**src/rtl/led_string_serializer.sv**
```systemverilog
// WS2812-style one-wire serializer: takes one colour word per LED over
// valid/ready and drives the NRZ waveform on led_sdi, then a latch gap.
// Ports: clk, reset (sync, active-high), pixel_data/valid/ready,
// string_active, underrun (1-cycle pulse), led_sdi (registered).
// Optional macro LED_STRING_SERIALIZER_FRAME_CNT_EN adds frame_count[15:0].
module led_string_serializer #(
  parameter int BITS_PER_PIXEL    = 24,
  parameter int N_LEDS_PER_STRING = 236,
  parameter int T0H_CYCLES        = 8,
  parameter int T1H_CYCLES        = 16,
  parameter int BIT_CYCLES        = 25,
  parameter int LATCH_CYCLES      = 1000
) (
  input  logic                      clk,
  input  logic                      reset,
  input  logic [BITS_PER_PIXEL-1:0] pixel_data,
  input  logic                      pixel_valid,
  output logic                      pixel_ready,
  output logic                      string_active,
  output logic                      underrun,
`ifdef LED_STRING_SERIALIZER_FRAME_CNT_EN
  output logic [15:0]               frame_count,
`endif
  output logic                      led_sdi
);

  localparam int CW = $clog2(BIT_CYCLES + 1);
  localparam int BW = $clog2(BITS_PER_PIXEL + 1);
  localparam int LW = $clog2(LATCH_CYCLES + 1);

  localparam logic [CW-1:0] CYC_LAST = CW'(BIT_CYCLES - 1);
  localparam logic [CW-1:0] T0H_C    = CW'(T0H_CYCLES);
  localparam logic [CW-1:0] T1H_C    = CW'(T1H_CYCLES);
  localparam logic [BW-1:0] BIT_TOP  = BW'(BITS_PER_PIXEL - 1);
  localparam logic [LW-1:0] LAT_LAST = LW'(LATCH_CYCLES - 1);
  localparam logic [15:0]   LED_LAST = 16'(N_LEDS_PER_STRING - 1);

  typedef enum logic [1:0] {
    IDLE  = 2'd0,
    SHIFT = 2'd1,
    LATCH = 2'd2
  } state_t;

  state_t                    state, state_n;
  logic [BITS_PER_PIXEL-1:0] shreg, shreg_n;
  logic [15:0]               led_cnt, led_cnt_n;
  logic [BW-1:0]             bit_idx, bit_idx_n;
  logic [CW-1:0]             cyc, cyc_n;
  logic [LW-1:0]             lat_cnt, lat_cnt_n;
  logic                      aborted, aborted_n;
  logic                      sdi_n;
  logic                      ready_c;
  logic                      urun_c;
  logic                      lat_done;

  // Current bit always sits in the shift register MSB; bit_idx only
  // tracks how many bits of the pixel remain.
  always_comb begin
    state_n   = state;
    shreg_n   = shreg;
    led_cnt_n = led_cnt;
    bit_idx_n = bit_idx;
    cyc_n     = cyc;
    lat_cnt_n = lat_cnt;
    aborted_n = aborted;
    ready_c   = 1'b0;
    urun_c    = 1'b0;
    lat_done  = 1'b0;
    unique case (state)
      IDLE: begin
        ready_c = 1'b1;
        if (pixel_valid) begin
          state_n   = SHIFT;
          shreg_n   = pixel_data;
          led_cnt_n = '0;
          bit_idx_n = BIT_TOP;
          cyc_n     = '0;
        end
      end
      SHIFT: begin
        if (cyc != CYC_LAST) begin
          cyc_n = cyc + 1'b1;
        end else if (bit_idx != '0) begin
          cyc_n     = '0;
          bit_idx_n = bit_idx - 1'b1;
          shreg_n   = shreg << 1;
        end else if (led_cnt == LED_LAST) begin
          state_n   = LATCH;
          lat_cnt_n = '0;
          aborted_n = 1'b0;
        end else begin
          ready_c = 1'b1;
          if (pixel_valid) begin
            shreg_n   = pixel_data;
            led_cnt_n = led_cnt + 16'd1;
            bit_idx_n = BIT_TOP;
            cyc_n     = '0;
          end else begin
            urun_c    = 1'b1;
            state_n   = LATCH;
            lat_cnt_n = '0;
            aborted_n = 1'b1;
          end
        end
      end
      LATCH: begin
        if (lat_cnt == LAT_LAST) begin
          state_n  = IDLE;
          lat_done = 1'b1;
        end else begin
          lat_cnt_n = lat_cnt + 1'b1;
        end
      end
      default: state_n = IDLE;
    endcase
    // Output is computed from the next-cycle position so the registered
    // pin lines up with the state it describes.
    sdi_n = (state_n == SHIFT) &&
            (cyc_n < (shreg_n[BITS_PER_PIXEL-1] ? T1H_C : T0H_C));
  end

  assign pixel_ready = ready_c & ~reset;
  assign underrun    = urun_c & ~reset;

  always_ff @(posedge clk) begin
    if (reset) begin
      state         <= IDLE;
      shreg         <= '0;
      led_cnt       <= '0;
      bit_idx       <= '0;
      cyc           <= '0;
      lat_cnt       <= '0;
      aborted       <= 1'b0;
      led_sdi       <= 1'b0;
      string_active <= 1'b0;
    end else begin
      state         <= state_n;
      shreg         <= shreg_n;
      led_cnt       <= led_cnt_n;
      bit_idx       <= bit_idx_n;
      cyc           <= cyc_n;
      lat_cnt       <= lat_cnt_n;
      aborted       <= aborted_n;
      led_sdi       <= sdi_n;
      string_active <= (state_n != IDLE);
    end
  end

`ifdef LED_STRING_SERIALIZER_FRAME_CNT_EN
  always_ff @(posedge clk) begin
    if (reset) begin
      frame_count <= '0;
    end else if (lat_done && !aborted) begin
      frame_count <= frame_count + 16'd1;
    end
  end
`endif

endmodule

```
**config.mk**
```make
export PLATFORM = sky130hd
export DESIGN_NAME = led_string_serializer
export DESIGN_NICKNAME = d
export VERILOG_FILES = /design/src/rtl/led_string_serializer.sv
export SDC_FILE = /design/constraint.sdc
export NUM_CORES = 1
export LEC_CHECK = 0
export ABC_AREA = 1
export CAP_MARGIN = 20
export CORE_ASPECT_RATIO = 0.7
export CORE_MARGIN = 5
export CORE_UTILIZATION = 40
export DETAILED_ROUTE_END_ITERATION = 16
export GPL_ROUTABILITY_DRIVEN = 0
export HOLD_SLACK_MARGIN = 0.12
export PLACE_DENSITY_LB_ADDON = 0.08
export SETUP_SLACK_MARGIN = 0.05
export SLEW_MARGIN = 15
export SYNTH_ARGS = -nofsm -noshare
export SYNTH_HDL_FRONTEND = slang
export SYNTH_SLANG_ARGS = --single-unit
```
**constraint.sdc**
```tcl
create_clock -name clk -period 2.2 [get_ports clk]
set_input_delay 0.66 -clock clk [delete_from_list [all_inputs] [get_ports clk]]
set_output_delay 0.66 -clock clk [all_outputs]
set_load 0.02 [all_outputs]
```
==> run_summary.xml <==
<?xml version="1.0" encoding="UTF-8"?>
<metrics>
  <group name="run_status">
    <metric name="status" unit="">complete, but fails checks</metric>
    <metric name="violations" unit="">negative setup slack</metric>
  </group>
  <group name="timing">
    <metric name="final-setup-viol-count" unit="">2</metric>
    <metric name="clock.fmax" unit="MHz">451.4</metric>
    <metric name="grt_setup_unrepaired" unit="">yes</metric>
    <metric name="final.period_utilization" unit="">1.007</metric>
    <metric name="timing_worst_slew_pin_value" unit="ns">0.5005</metric>
    <metric name="final-hold-violation-count" unit="">0</metric>
    <metric name="setup_ws" unit="ns">-0.01550</metric>
    <metric name="finalMaxSlewViolations" unit="">0</metric>
    <metric name="finClkSkew" unit="ns">0.005369</metric>
    <metric name="slew_headroom" unit="">0.6637</metric>
    <metric name="post_layout_minimum_cycle_time" unit="ns">2.215</metric>
  </group>
  <group name="critical_path">
    <metric name="critPathMaxFanout" unit="">3</metric>
    <metric name="r2r.worst_path.cells" unit="">14</metric>
    <metric name="critical-path-max-stage-delay" unit="ns">0.35</metric>
    <metric name="worst_setup_path_start_kind" unit="">register</metric>
    <metric name="rrSetupSlack" unit="ns">0.26</metric>
    <metric name="critPathBufInv" unit="">3</metric>
    <metric name="path_delay_family" unit="">simple AND/OR/NAND/NOR gates</metric>
    <metric name="worstSetupPathDepth" unit="">11</metric>
    <metric name="chain_of_cells_forming_the_critical_path" unit="">ha_4 &gt; inv_4 &gt; nor2_4 &gt; nand2_4 &gt; nor2_8 &gt; nand2_4 &gt; nand3_2 &gt; nand2_2 &gt; inv_2 &gt; nor2_4 &gt; buf_6</metric>
    <metric name="worst-endpoint-arrival" unit="ns">1.56</metric>
    <metric name="critical_path.endpoint_type" unit="">primary output</metric>
    <metric name="worst_ep_required_time" unit="ns">1.54</metric>
    <metric name="critPathSlowestCell" unit="">dfxtp_2</metric>
    <metric name="critPathKind" unit="">register to primary output</metric>
  </group>
  <group name="routing">
    <metric name="post_drt_wl_per_cell" unit="microns">12.75</metric>
    <metric name="antenna_violating_nets_post_route" unit="">0</metric>
    <metric name="remaining_drc_errors" unit="">0</metric>
    <metric name="topRoutingLayerUsed" unit="">met4</metric>
    <metric name="avgViaCountPerCell" unit="">4.921</metric>
    <metric name="wl_met1" unit="microns">5498</metric>
    <metric name="drt_wl_total" unit="microns">10340</metric>
    <metric name="dr_total_vias" unit="">3991</metric>
    <metric name="drt-pass1-iter-count" unit="">4</metric>
    <metric name="met2_length" unit="microns">4248</metric>
    <metric name="number_of_violations_reported_at_the_end_of_detailed_routing_iteration_0" unit="">293</metric>
    <metric name="wl_met3" unit="microns">450</metric>
  </group>
  <group name="place">
    <metric name="placed_cells" unit="">793</metric>
    <metric name="io_buffers" unit="">30</metric>
    <metric name="dpl_cell_area" unit="sq um">4758</metric>
    <metric name="dp.final_hpwl" unit="microns">7252</metric>
  </group>
  <group name="layout">
    <metric name="final-instance-count-excl-fill" unit="">811</metric>
    <metric name="drive_above_1_share" unit="">0.1962</metric>
    <metric name="final_core_utilization" unit="">0.5252</metric>
    <metric name="final.fill_count" unit="">988</metric>
    <metric name="finalNetCount" unit="">712</metric>
    <metric name="synthToLayoutAreaGrowth" unit="%">28.17</metric>
    <metric name="antenna-diode-count" unit="">0</metric>
    <metric name="final_design_area_no_fill" unit="sq um">5106</metric>
  </group>
  <group name="power">
    <metric name="clockPowerShare" unit="">0.416</metric>
    <metric name="part_of_the_total_power_dissipated_in_combinational_logic" unit="">0.177</metric>
    <metric name="power.internal" unit="mW">2.249</metric>
    <metric name="power.switching" unit="mW">0.8614</metric>
    <metric name="ir_worst_vdd" unit="mV">0.3874</metric>
    <metric name="standby_leakage_power" unit="nW">2.140</metric>
    <metric name="power_density" unit="nW/um^2">609.2</metric>
    <metric name="switching_share" unit="">0.2769</metric>
    <metric name="power.share.sequential" unit="">0.407</metric>
  </group>
  <group name="logic_synthesis">
    <metric name="netlist.area_leader.share" unit="">0.3216</metric>
    <metric name="synth_fp_nets" unit="">636</metric>
    <metric name="synth-edff-count" unit="">0</metric>
    <metric name="yosys_register_bits" unit="">64</metric>
    <metric name="synth.most_common_cell" unit="">nand2_1</metric>
    <metric name="synth_common_cells" unit="">144 x nand2_1, 81 x nor2_1, 64 x dfxtp_1, 56 x a21oi_1, 44 x nand3_1</metric>
    <metric name="synth.avg_cell_area" unit="sq um">6.618</metric>
    <metric name="yosysWarnings" unit="">0</metric>
    <metric name="synth_sequential_area_ratio" unit="">0.3216</metric>
    <metric name="synth-main-ff-cell" unit="">dfxtp_1</metric>
    <metric name="synth-async-reset-ratio" unit="">0</metric>
    <metric name="ys_top_cells_by_area" unit="">dfxtp_1 32%, nand2_1 14%, nor2_1 7.6%</metric>
    <metric name="synth_area_leader_cell" unit="">dfxtp_1</metric>
    <metric name="post_synth_num_cell_types" unit="">39</metric>
    <metric name="synth_area" unit="sq um">3984</metric>
    <metric name="netlist_instances" unit="">602</metric>
  </group>
  <group name="clock_network">
    <metric name="clk_pin_slew_worst_setup_hold_paths" unit="ns">0.05</metric>
    <metric name="cts.sink_count" unit="">64</metric>
    <metric name="cts_root_buffer" unit="">clkbuf_16</metric>
    <metric name="cts_max_level" unit="">3</metric>
    <metric name="cts_tree" unit="">built</metric>
    <metric name="clockBufferDepth" unit="">2</metric>
    <metric name="number_of_buffers_inserted_during_clock_tree_synthesis" unit="">9</metric>
    <metric name="post_cts_hold_buffer_count" unit="">0</metric>
    <metric name="worstSkewPairLatency" unit="ns">0.33</metric>
  </group>
  <group name="hold_path">
    <metric name="worst_hold_path.num_cells" unit="">2</metric>
    <metric name="holdCritPathClass" unit="">register to register</metric>
  </group>
  <group name="grt">
    <metric name="grt_pass1_vias" unit="">3575</metric>
    <metric name="grt-ovfl-total" unit="">0</metric>
    <metric name="grt_pass1_wl" unit="microns">17570</metric>
    <metric name="grt_start_max_net_pins" unit="">49</metric>
    <metric name="antenna_found_initial" unit="">0</metric>
    <metric name="groute.usage.overall" unit="">0.1807</metric>
  </group>
  <group name="floorplanning">
    <metric name="num_rows" unit="">30</metric>
    <metric name="die-area" unit="sq um">12090</metric>
    <metric name="core_area" unit="sq um">9722</metric>
    <metric name="die_x" unit="microns">129.3</metric>
    <metric name="design.portCount" unit="">31</metric>
    <metric name="floorplan.initialDensity" unit="">0.4098</metric>
    <metric name="floorplan.die.height" unit="microns">93.50</metric>
  </group>
  <group name="run">
    <metric name="max_cap_viol_count" unit="">0</metric>
  </group>
</metrics>
[cells by family after synthesis]
| group | after synthesis | share of synthesized area |
|---|---|---|
| AOI/OAI and AO/OA | 108 | 0.1445 |
| adders and majority gates | 7 | 0.02198 |
| and+or+nand+nor | 334 | 0.3957 |
| DFF | 64 | 0.3216 |
| buffers and inverters | 78 | 0.09202 |
| xor gates and xnor gates | 11 | 0.02419 |
[worst paths after layout]
check	from	endpoint
hold reg to reg	shreg[0]$_SDFFE_PP0P_	shreg[0]$_SDFFE_PP0P_
setup / recovery	led_cnt[0]$_SDFFE_PP0P_	pixel_ready
setup reg to reg	bit_idx[0]$_SDFFE_PP0P_	led_sdi$_SDFF_PP0_
hold / removal	shreg[0]$_SDFFE_PP0P_	shreg[0]$_SDFFE_PP0P_
[cell usage in the layout, fill, tap and decap left out, drive strengths merged]
cell	n
nand2	164
nor3	9
nand3	47
o21a	2
buf	65
nand4	14
and2	1
xor2	9
ha	7
xnor2	2
nand3b	7
inv	48
clkinv	6
o31ai	1
clkbuf	12
clkdlybuf4s50	27
dfxtp	64
dlygate4sd2	1
o211ai	2
o21ai	42
nor2	90
nor4	2
a211oi	3
a21oi	58
[registers in the layout, summed over array words and instances, names as in the netlist]
| signal | count |
|---|---|
| bit_idx | 5 |
| led_cnt | 16 |
| string_active | 1 |
| state | 2 |
| cyc | 5 |
| shreg | 24 |
| lat_cnt | 10 |
| led_sdi | 1 |
[final cells by class]
class	instances	area [sq um]	area share
Clock buffer	12	246.5	0.04827
Multi-Input combinational cell	460	2401	0.4702
Timing Repair Buffer	93	803.3	0.1573
Clock inverter	4	20.02	0.003921
Inverter	50	191.4	0.03749
Sequential cell	64	1284	0.2514
Tap cell	128	160.2	0.03136
[stage by stage]
step           hold WS, ns  power (mW)  worst slack, ns  setup TNS [ns]
4_1_cts             0.4652       3.151          -0.1075         -0.1556
3_5_place_dp        0.4571       1.825          -0.4834          -8.807
6_report            0.4636       3.111         -0.01550        -0.01597
2_1_floorplan       0.4446       1.630        -0.002391       -0.002391
5_1_grt             0.4995       3.278         -0.09632         -0.1369
3_3_place_gp        0.4545       1.817          -0.4917          -6.551
[worst reg2reg max path, delay by kind of cell (launching register included)]
kind / cells / cell delay, ns
adders and majority gates: 2 / 0.37
AOI/OAI and AO/OA: 1 / 0.12
buffers and inverters: 3 / 0.33
DFF: 1 / 0.30
and+or+nand+nor: 8 / 0.76
[layer usage]
| metal | up-vias | track usage |
|---|---|---|
| met5 | - | 0 |
| met2 | 78 | 0.2517 |
| met3 | 12 | 0.04452 |
| met4 | 0 | 0.05070 |
| li1 | 2109 | - |
| met1 | 1792 | 0.2719 |
[power by group through the flow]
| stage | logic (mW) | clock network [mW] | registers [mW] |
|---|---|---|---|
| 2_1_floorplan | 0.346 | 0 | 1.28 |
| 3_3_place_gp | 0.531 | 0 | 1.29 |
| 3_5_place_dp | 0.537 | 0 | 1.29 |
| 4_1_cts | 0.543 | 1.34 | 1.27 |
| 5_1_grt | 0.623 | 1.38 | 1.28 |
| 6_report | 0.550 | 1.29 | 1.27 |
[repair_timing]
| action | in CTS | in global routing |
|---|---|---|
| endpoints found under the setup margin | 3 | 3 |
| setup buffers | 1 | 1 |
| gates resized for setup | 21 | 10 |
| endpoints found under the hold margin | 0 | 0 |
| cloned | 0 | 0 |
| pin swaps | 6 | 5 |
Power figures use the tool's default switching activity.
